==> config.mk <==
export PLATFORM = sky130hd
export DESIGN_NAME = id_ex_issue_reg_flat
export DESIGN_NICKNAME = d
export VERILOG_FILES = /design/src/rtl/id_ex_issue_reg_if.sv /design/src/rtl/id_ex_issue_reg.sv /design/src/flat_wrapper.sv
export SDC_FILE = /design/constraint.sdc
export NUM_CORES = 1
export LEC_CHECK = 0
export CORE_AREA = 2 2 273 275
export CTS_BUF_LIST = sky130_fd_sc_hd__clkbuf_4
export CTS_CLUSTER_DIAMETER = 40
export CTS_CLUSTER_SIZE = 12
export DETAILED_ROUTE_END_ITERATION = 8
export DIE_AREA = 0 0 275 277
export GPL_TIMING_DRIVEN = 1
export PLACE_DENSITY = 0.41
export SYNTH_ARGS = -nofsm -noshare
export SYNTH_HDL_FRONTEND = slang
export SYNTH_SLANG_ARGS = --single-unit
==> constraint.sdc <==
create_clock -name clock -period 14.3 [get_ports clock]
set_input_delay 4.29 -clock clock [delete_from_list [all_inputs] [get_ports clock]]
set_output_delay 4.29 -clock clock [all_outputs]
set_load 0.02 [all_outputs]
==> src/rtl/id_ex_issue_reg_if.sv <==
// ---------------------------------------------------------------------------
// id_ex_issue_reg_if
//  Shared types and the port bundle for the 3-way ID/EX issue register.
//
//  id_ex_issue_reg_pkg
//   ID_EX_PACKET   packed packet carried from ID into EX
//   BUBBLE         the canonical empty packet (valid=0, inst=NOP, dest=ZERO_REG,
//                  both operand selects = RS_IS_RS, everything else 0)
//
//  id_ex_issue_reg_if signals (master = upstream/driver, slave = the register)
//   enable              1 = stage advances, 0 = hold
//   squash              EX mispredict flush
//   rollback [1:0]      number of youngest ways to squash (0..3)
//   id_packet_in_0..2   packets from detection_unit, way 0 oldest
//   ex_packet_0..2      registered packets to EX
//   redirect_valid      fetch must restart at redirect_pc (combinational)
//   redirect_pc         PC of the oldest squashed way
//   rb_streak [2:0]     consecutive accepted-rollback cycles, saturating
//   stat_rb_cycles/stat_rb_insts  only when ROLLBACK_STATS_EN is defined
// ---------------------------------------------------------------------------

`ifndef XLEN
`define XLEN 32
`endif
`ifndef NOP
`define NOP 32'h00000013
`endif
`ifndef ZERO_REG
`define ZERO_REG 5'd0
`endif

package id_ex_issue_reg_pkg;

   localparam int XLEN = `XLEN;

   typedef enum logic [1:0] {
      RS_IS_IMM = 2'd0,
      RS_IS_RS  = 2'd1,
      RS_IS_PC  = 2'd2
   } rs_select_e;

   typedef struct packed {
      logic [XLEN-1:0] PC;
      logic [XLEN-1:0] NPC;
      logic [31:0]     inst;
      logic [4:0]      dest_reg_idx;
      rs_select_e      rs1_select;
      rs_select_e      rs2_select;
      logic            rd_mem;
      logic            wr_mem;
      logic            halt;
      logic            illegal;
      logic            valid;
   } ID_EX_PACKET;

   localparam ID_EX_PACKET BUBBLE = '{
      PC:           '0,
      NPC:          '0,
      inst:         `NOP,
      dest_reg_idx: `ZERO_REG,
      rs1_select:   RS_IS_RS,
      rs2_select:   RS_IS_RS,
      rd_mem:       1'b0,
      wr_mem:       1'b0,
      halt:         1'b0,
      illegal:      1'b0,
      valid:        1'b0
   };

endpackage

interface id_ex_issue_reg_if;
   import id_ex_issue_reg_pkg::*;

   logic            enable;
   logic            squash;
   logic [1:0]      rollback;
   ID_EX_PACKET     id_packet_in_0;
   ID_EX_PACKET     id_packet_in_1;
   ID_EX_PACKET     id_packet_in_2;
   ID_EX_PACKET     ex_packet_0;
   ID_EX_PACKET     ex_packet_1;
   ID_EX_PACKET     ex_packet_2;
   logic            redirect_valid;
   logic [XLEN-1:0] redirect_pc;
   logic [2:0]      rb_streak;
`ifdef ROLLBACK_STATS_EN
   logic [31:0]     stat_rb_cycles;
   logic [31:0]     stat_rb_insts;
`endif

`ifdef ROLLBACK_STATS_EN
   modport master (
      output enable, squash, rollback, id_packet_in_0, id_packet_in_1, id_packet_in_2,
      input  ex_packet_0, ex_packet_1, ex_packet_2, redirect_valid, redirect_pc, rb_streak,
      input  stat_rb_cycles, stat_rb_insts
   );
   modport slave (
      input  enable, squash, rollback, id_packet_in_0, id_packet_in_1, id_packet_in_2,
      output ex_packet_0, ex_packet_1, ex_packet_2, redirect_valid, redirect_pc, rb_streak,
      output stat_rb_cycles, stat_rb_insts
   );
`else
   modport master (
      output enable, squash, rollback, id_packet_in_0, id_packet_in_1, id_packet_in_2,
      input  ex_packet_0, ex_packet_1, ex_packet_2, redirect_valid, redirect_pc, rb_streak
   );
   modport slave (
      input  enable, squash, rollback, id_packet_in_0, id_packet_in_1, id_packet_in_2,
      output ex_packet_0, ex_packet_1, ex_packet_2, redirect_valid, redirect_pc, rb_streak
   );
`endif

endinterface

==> src/rtl/id_ex_issue_reg.sv <==
// ---------------------------------------------------------------------------
// id_ex_issue_reg
//  3-way ID/EX pipeline register. Latches the packets forwarded by the
//  detection unit, turns the youngest `rollback` ways into bubbles and, in the
//  same cycle, points fetch at the PC of the oldest squashed way.
//
//  Ports
//   clock   rising-edge clock
//   reset   asynchronous, active-high
//   bus     id_ex_issue_reg_if.slave (enable, squash, rollback, packets in/out,
//           redirect_valid, redirect_pc, rb_streak)
//
//  Parameters
//   WAYS        issue width, only 3 is supported
//   RB_SAT_MAX  saturation value of rb_streak
//
//  Optional feature macro: ROLLBACK_STATS_EN adds stat_rb_cycles and
//  stat_rb_insts rollback counters.
// ---------------------------------------------------------------------------

module id_ex_issue_reg #(
   parameter int         WAYS       = 3,
   parameter logic [2:0] RB_SAT_MAX = 3'd7
) (
   input logic              clock,
   input logic              reset,
   id_ex_issue_reg_if.slave bus
);
   import id_ex_issue_reg_pkg::*;

   ID_EX_PACKET     w_inPacket [WAYS];
   ID_EX_PACKET     r_exPacket [WAYS];
   logic [1:0]      w_keep;
   logic [WAYS-1:0] w_kept;
   logic            w_rollbackAny;
   logic            w_redirectValid;
   logic [XLEN-1:0] w_redirectPc;
   logic [2:0]      r_rbStreak;

   // Gather the separate way ports into an array so the per-way logic is uniform.
   always_comb begin
      w_inPacket[0] = bus.id_packet_in_0;
      w_inPacket[1] = bus.id_packet_in_1;
      w_inPacket[2] = bus.id_packet_in_2;
   end

   // Ways below `keep` survive; the rest are the rolled-back youngest ways.
   assign w_keep        = 2'd3 - bus.rollback;
   assign w_kept        = {w_keep > 2'd2, w_keep > 2'd1, w_keep > 2'd0};
   assign w_rollbackAny = (bus.rollback != 2'd0);

   // Redirect only when the rollback is actually accepted this cycle; reset
   // also suppresses it so fetch never sees a restart while we are clearing.
   assign w_redirectValid = w_rollbackAny & bus.enable & ~bus.squash & ~reset;

   // The oldest squashed way is index `keep`; its PC is where fetch restarts.
   always_comb begin
      w_redirectPc = '0;
      if (w_redirectValid) begin
         case (w_keep)
            2'd0:    w_redirectPc = w_inPacket[0].PC;
            2'd1:    w_redirectPc = w_inPacket[1].PC;
            2'd2:    w_redirectPc = w_inPacket[2].PC;
            default: w_redirectPc = '0;
         endcase
      end
   end

   // Pipeline register and rollback streak. Squash beats a stall, and a stall
   // freezes everything, streak included.
   always_ff @(posedge clock or posedge reset) begin
      if (reset) begin
         for (int i = 0; i < WAYS; i++) r_exPacket[i] <= BUBBLE;
         r_rbStreak <= '0;
      end else if (bus.squash) begin
         for (int i = 0; i < WAYS; i++) r_exPacket[i] <= BUBBLE;
         r_rbStreak <= '0;
      end else if (bus.enable) begin
         for (int i = 0; i < WAYS; i++) r_exPacket[i] <= w_kept[i] ? w_inPacket[i] : BUBBLE;
         if (w_rollbackAny) begin
            r_rbStreak <= (r_rbStreak >= RB_SAT_MAX) ? r_rbStreak : r_rbStreak + 3'd1;
         end else begin
            r_rbStreak <= '0;
         end
      end
   end

`ifdef ROLLBACK_STATS_EN
   logic [1:0]  w_squashedValid;
   logic [31:0] r_statRbCycles;
   logic [31:0] r_statRbInsts;

   // Count valid instructions thrown away by this cycle's rollback.
   assign w_squashedValid = 2'(~w_kept[0] & w_inPacket[0].valid)
                          + 2'(~w_kept[1] & w_inPacket[1].valid)
                          + 2'(~w_kept[2] & w_inPacket[2].valid);

   // Statistics only advance on an accepted rollback; both wrap naturally.
   always_ff @(posedge clock or posedge reset) begin
      if (reset) begin
         r_statRbCycles <= '0;
         r_statRbInsts  <= '0;
      end else if (!bus.squash && bus.enable && w_rollbackAny) begin
         r_statRbCycles <= r_statRbCycles + 32'd1;
         r_statRbInsts  <= r_statRbInsts + {30'd0, w_squashedValid};
      end
   end

   assign bus.stat_rb_cycles = r_statRbCycles;
   assign bus.stat_rb_insts  = r_statRbInsts;
`endif

   assign bus.ex_packet_0    = r_exPacket[0];
   assign bus.ex_packet_1    = r_exPacket[1];
   assign bus.ex_packet_2    = r_exPacket[2];
   assign bus.redirect_valid = w_redirectValid;
   assign bus.redirect_pc    = w_redirectPc;
   assign bus.rb_streak      = r_rbStreak;

endmodule
==> src/flat_wrapper.sv <==
// flat-port wrapper written by rule: the top's interface ports become plain ports
module id_ex_issue_reg_flat import id_ex_issue_reg_pkg::*;
#(
   parameter int         WAYS       = 3,
   parameter logic [2:0] RB_SAT_MAX = 3'd7
)
  (clock, reset, bus_enable, bus_squash, bus_rollback, bus_id_packet_in_0, bus_id_packet_in_1, bus_id_packet_in_2, bus_ex_packet_0, bus_ex_packet_1, bus_ex_packet_2, bus_redirect_valid, bus_redirect_pc, bus_rb_streak);
  id_ex_issue_reg_if bus_i ();
  input logic clock;
  input logic reset;
  input wire logic [$bits(bus_i.enable)-1:0] bus_enable;
  input wire logic [$bits(bus_i.squash)-1:0] bus_squash;
  input wire logic [$bits(bus_i.rollback)-1:0] bus_rollback;
  input wire logic [$bits(bus_i.id_packet_in_0)-1:0] bus_id_packet_in_0;
  input wire logic [$bits(bus_i.id_packet_in_1)-1:0] bus_id_packet_in_1;
  input wire logic [$bits(bus_i.id_packet_in_2)-1:0] bus_id_packet_in_2;
  output wire logic [$bits(bus_i.ex_packet_0)-1:0] bus_ex_packet_0;
  output wire logic [$bits(bus_i.ex_packet_1)-1:0] bus_ex_packet_1;
  output wire logic [$bits(bus_i.ex_packet_2)-1:0] bus_ex_packet_2;
  output wire logic [$bits(bus_i.redirect_valid)-1:0] bus_redirect_valid;
  output wire logic [$bits(bus_i.redirect_pc)-1:0] bus_redirect_pc;
  output wire logic [$bits(bus_i.rb_streak)-1:0] bus_rb_streak;
  assign bus_i.enable = bus_enable;
  assign bus_i.squash = bus_squash;
  assign bus_i.rollback = bus_rollback;
  assign bus_i.id_packet_in_0 = bus_id_packet_in_0;
  assign bus_i.id_packet_in_1 = bus_id_packet_in_1;
  assign bus_i.id_packet_in_2 = bus_id_packet_in_2;
  assign bus_ex_packet_0 = bus_i.ex_packet_0;
  assign bus_ex_packet_1 = bus_i.ex_packet_1;
  assign bus_ex_packet_2 = bus_i.ex_packet_2;
  assign bus_redirect_valid = bus_i.redirect_valid;
  assign bus_redirect_pc = bus_i.redirect_pc;
  assign bus_rb_streak = bus_i.rb_streak;
  id_ex_issue_reg #(.WAYS(WAYS), .RB_SAT_MAX(RB_SAT_MAX)) u_core (.clock(clock), .reset(reset), .bus(bus_i));
endmodule
Word-level counts from Yosys, hierarchy flattened --
Index checks and enable logic that the tools add are counted.
Storage, ports and cells: output and inout port bits 366, flip-flop bits (word level) 333
Operators by class: reduce and logical (&&, ||, !) cells 4, add/subtract/negate cells 2, magnitude comparators 4, eq/ne operators 3, bitwise operators 5, multiplexer cells 11
Operators with widths (count):
- 330-bit two-way mux | 2
- 110-bit two-way mux | 3
- 32-bit one-hot mux with 3 select lines | 1
- 32-bit two-way mux | 1
- 3-bit two-way mux | 4
- 2-bit by 1-bit greater-than comparator with 1-bit output (second input constant) | 2
- 2-bit nonzero test | 2
- 3-bit by 1-bit adder with 3-bit output (second input constant) | 1
- 1-bit bitwise AND | 3
- 3-bit >= comparator (second input constant) | 1
- 3-bit inequality test (second input constant) | 1
- 2-bit by 1-bit == test with 1-bit output (second input constant) | 1
- 2-bit == test (second input constant) | 1
- 2-bit greater-than comparator (second input constant) | 1
- 2-bit zero test | 1
- 1-bit NOT | 2
- 2-bit AND reduction | 1
- 2-bit subtractor (first input constant) | 1

Longest topological paths before layout --
word-level depth 5, mapped depth 7, mapped depth without buffers 5

Worst setup path before layout --
Ideal clock, no wire load.
path kind input -> output, start in bus_squash, end out bus_redirect_pc[10], path buffers 3, slack 4402 ps, stages 6, arrival time 5608 ps, path through buf_2 nand2b_1 or3_1 clkbuf_1 clkbuf_1 nor2_1
Between the ends: longest elaborated chain between the ends 4
RTL lines:
- start: declaration | RTL line flat_wrapper.sv:12 | input wire logic [$bits(bus_i.squash)-1:0] bus_squash;
- 1-bit NOT | RTL line id_ex_issue_reg.sv:54 | assign w_redirectValid = w_rollbackAny & bus.enable & ~bus.squash & ~reset;
- 1-bit bitwise AND (2 in a row) | RTL line id_ex_issue_reg.sv:54
- 32-bit two-way mux | RTL line id_ex_issue_reg.sv:59 | if (w_redirectValid) begin
- end: declaration | RTL line flat_wrapper.sv:21 | output wire logic [$bits(bus_i.redirect_pc)-1:0] bus_redirect_pc;
Every way passes these cells.

Worst setup path in the final report --
start in bus_squash, end out bus_redirect_pc[21]
The elaborated chain is that of the path after synthesis.

==> reports/qor.txt <==
Final setup viols -> 0
Latest clock arrival within the worst-skew pair -> 810 ps
Dpl hpwl -> 42.57 mm
Slowest CP cell -> or3_2
Max cap viols -> 0
Die Y -> 277 µm
Slew Limit Fails -> 0
Sequential share of power -> 43.4%
CTS H-Tree Depth -> 3
Mapped cell area -> 12660 µm²
Critical path type -> input port to output port
Worst r2r dst -> u_core.bus.rb_streak[1]$_DFFE_PP0P_
Synth top area cells -> dfrtp_1 (63%), a22o_1 (22%), dfstp_2 (3.1%), mux2_2 (2.8%), a22oi_1 (1.8%)
CP Launch Type -> input port
Post-synthesis async set-or-reset flop share -> 100.0%
Min-Delay Path Depth -> 1
Antenna Nets Post-Route -> 0
Outcome -> complete, no violations
Synth Register Bits -> 333
Maximum root-to-sink buffer count -> 3
Initial antenna violation count -> 3
Final Power -> 2299 µW
Post-synth EDFFs -> 0
Max incr delay on CP -> 870 ps
Slew @ Worst Pin -> 1333 ps
Fmax -> 0.08808 GHz
Number of global-route vias before repair -> 11890
Via total after detailed routing -> 11060
Fin Setup TNS -> 0 ps
NetSw -> 660.1 µW
Worst IR Drop VDD -> 46.10 µV
CP endpoint kind -> output port
Synthesized area per cell -> 14.38 µm²
Gr usage total -> 14.97%
Hold endpoint -> u_core.bus.ex_packet_0[32]$_DFFE_PP0P_
Worst reg2reg path depth -> 5
Root buffer cell -> clkbuf_4
Hold WC Path Type -> register to register
Routed WL per cell -> 22.45 µm
Buffer and inverter count on the worst path -> 2
Worst endpoint required time -> 10010 ps
Int Pwr -> 1639 µW
Setup slack, reg-to-reg -> 12370 ps
Top delay family on crit path -> simple AND/OR/NAND/NOR gates
Std-Cell Rows -> 100
Ys flop type -> dfrtp_1
Clock power share -> 41.1%
Vias per inst -> 4.218
Resized Gates After CTS -> 0
Rel. slew slack -> 11.15%
Die area -> 76180 µm²
Skew final -> 30.95 ps
Routed Wire Length -> 58.83 mm
Synth Instances -> 880
Post-synthesis sequential area ratio -> 65.98%
Sw Share -> 28.71%
Most frequent CP cell -> clkdlybuf4s50_1
First-pass GRT wire length -> 84.30 mm
CTS Sinks -> 333
Final Wtd Congestion -> 0.8354
Initial DRC count -> 554
Worst-path maximum fanout -> 33
Total congestion overflow -> 0
Proportion of layout cells with a drive suffix above 1 -> 11.91%
Hold-fix buffers at CTS -> 0
Minimum clock period -> 11350 ps
Reg2Reg Launch Point -> u_core.bus.rb_streak[0]$_DFFE_PP0P_
Largest area contributor in the netlist -> dfrtp_1
IO Port Bufs -> 701
RSZ-0062 raised after global routing -> no
Core ar. -> 73570 µm²
Worst-path cell chain -> clkdlybuf4s50_1 -> nand2b_1 -> or3_2 -> nor2_1 -> clkdlybuf4s50_1
Initial core utilization -> 17.20%
Die Wd -> 275 µm
Setup Buffers After CTS -> 0
Synth warnings -> 0
Worst Path Arrival -> 7060 ps
Comb pwr share -> 15.4%
CTS Buf Count -> 75
CTS tree -> built
Pwr Density -> 105.5 nW/µm²
Hold path start -> u_core.bus.ex_packet_0[32]$_DFFE_PP0P_
Final worst path period share -> 79.40%
Final nets -> 1923
Clock slew at reported path FFs -> 90 ps
Leak pwr -> 0.009270 µW
Largest net degree at the start of global routing -> 161
Synth-to-Final Area Change -> 72.19%
Top-area cell type share of the netlist area -> 62.87%
Length of the first detailed-routing pass in iterations -> 4
Syn nets -> 1218
Post-layout util -> 29.62%
Hold Vio Cnt, Final -> 0
Netlist cell types -> 35
I/O Pins -> 702
DRC violations left -> 0
-- flip-flops by register name, summed over array words and instances (netlist names) --
name	flops
u_core.bus.rb_streak	3
u_core.bus.ex_packet_0	110
u_core.bus.ex_packet_2	110
u_core.bus.ex_packet_1	110
-- how the worst max path moves through the flow --
stage                                from                                    end  depth (start not counted)
after global routing           bus_squash                     bus_redirect_pc[1]                          5
after detailed placement  bus_rollback[0]                    bus_redirect_pc[18]                          6
after CTS                 bus_rollback[0]                    bus_redirect_pc[18]                          6
after floorplan                     reset  u_core.bus.ex_packet_0[0]$_DFFE_PP0P_                          1
after global placement         bus_squash                    bus_redirect_pc[20]                          5
final                          bus_squash                    bus_redirect_pc[21]                          5
-- routing by layer --
metal  global-route usage, %  vias to the layer above  share of wire, %
met2                   25.35                      471                49
met3                   4.760                      100               7.6
met1                   17.80                     5612                40
li1                        -                     4872                 -
met4                   4.962                        0               2.8
met5                       0                        -                 0
-- cell usage in the layout, fill, tap and decap left out, drive strengths merged, types with 10 or more instances in the layout --
cell             n
dfstp           15
clkdlybuf4s50  699
bufinv          10
clkbuf          81
dfrtp          318
mux2            32
a22o           315
o22a            15
buf             16
inv             12
a22oi           31
clkinv          30
nor2            34
-- kinds of logic (layout without fill, tap and decap cells) --
family,count (synthesis),count (layout),synth area share (%)
muxes,32,32,2.847
other,0,7,0
AOI/OAI and AO/OA,372,372,25.31
and+or+nand+nor,49,49,1.997
DFF,333,333,65.98
adders and majority gates,2,2,0.1977
buffers and inverters,92,857,3.667
-- power groups by stage --
stage	registers [µW]	logic [µW]	clock network (µW)
after CTS	999	362	995
after global placement	1020	362	0
after floorplan	1060	92.2	0
final	999	355	945
after detailed placement	1020	361	0
after global routing	1000	377	1040
-- area by class of cell --
cell class,instances,area [µm²]
fill,7536,51780
sequential,333,8352
timing repair buffer,715,7124
multi-input combinational,455,3869
tap,969,1212
clock buffer,81,608.1
clock inverter,56,585.6
inverter,5,26.28
antenna,7,17.52
-- synthesized netlist by cell type, types with 2 or more instances --
cell,instances
dfrtp_1,318
a22o_1,315
buf_2,35
clkbuf_1,35
mux2_2,32
nor2_1,32
a22oi_1,31
dfstp_2,15
o22a_1,15
buf_1,9
buf_8,6
inv_1,5
a21oi_1,4
a311o_1,2
buf_4,2
ha_1,2
nand2_1,2
nand2b_1,2
or4b_2,2
-- metrics by stage --
| stage | setup WS (ps) | cell area, µm² | hold slack, ps | cells |
|---|---|---|---|---|
| after global routing | 2838 | 21790 | 518.4 | 2620 |
| after CTS | 2961 | 21780 | 510.2 | 2614 |
| after global placement | 3056 | 20580 | 487.0 | 2477 |
| after detailed placement | 2966 | 20580 | 490.4 | 2477 |
| after floorplan | 810.0 | 12660 | 599.1 | 880 |
| final | 2946 | 21790 | 506.6 | 2621 |
No activity file was read; power rests on OpenSTA's default activity.
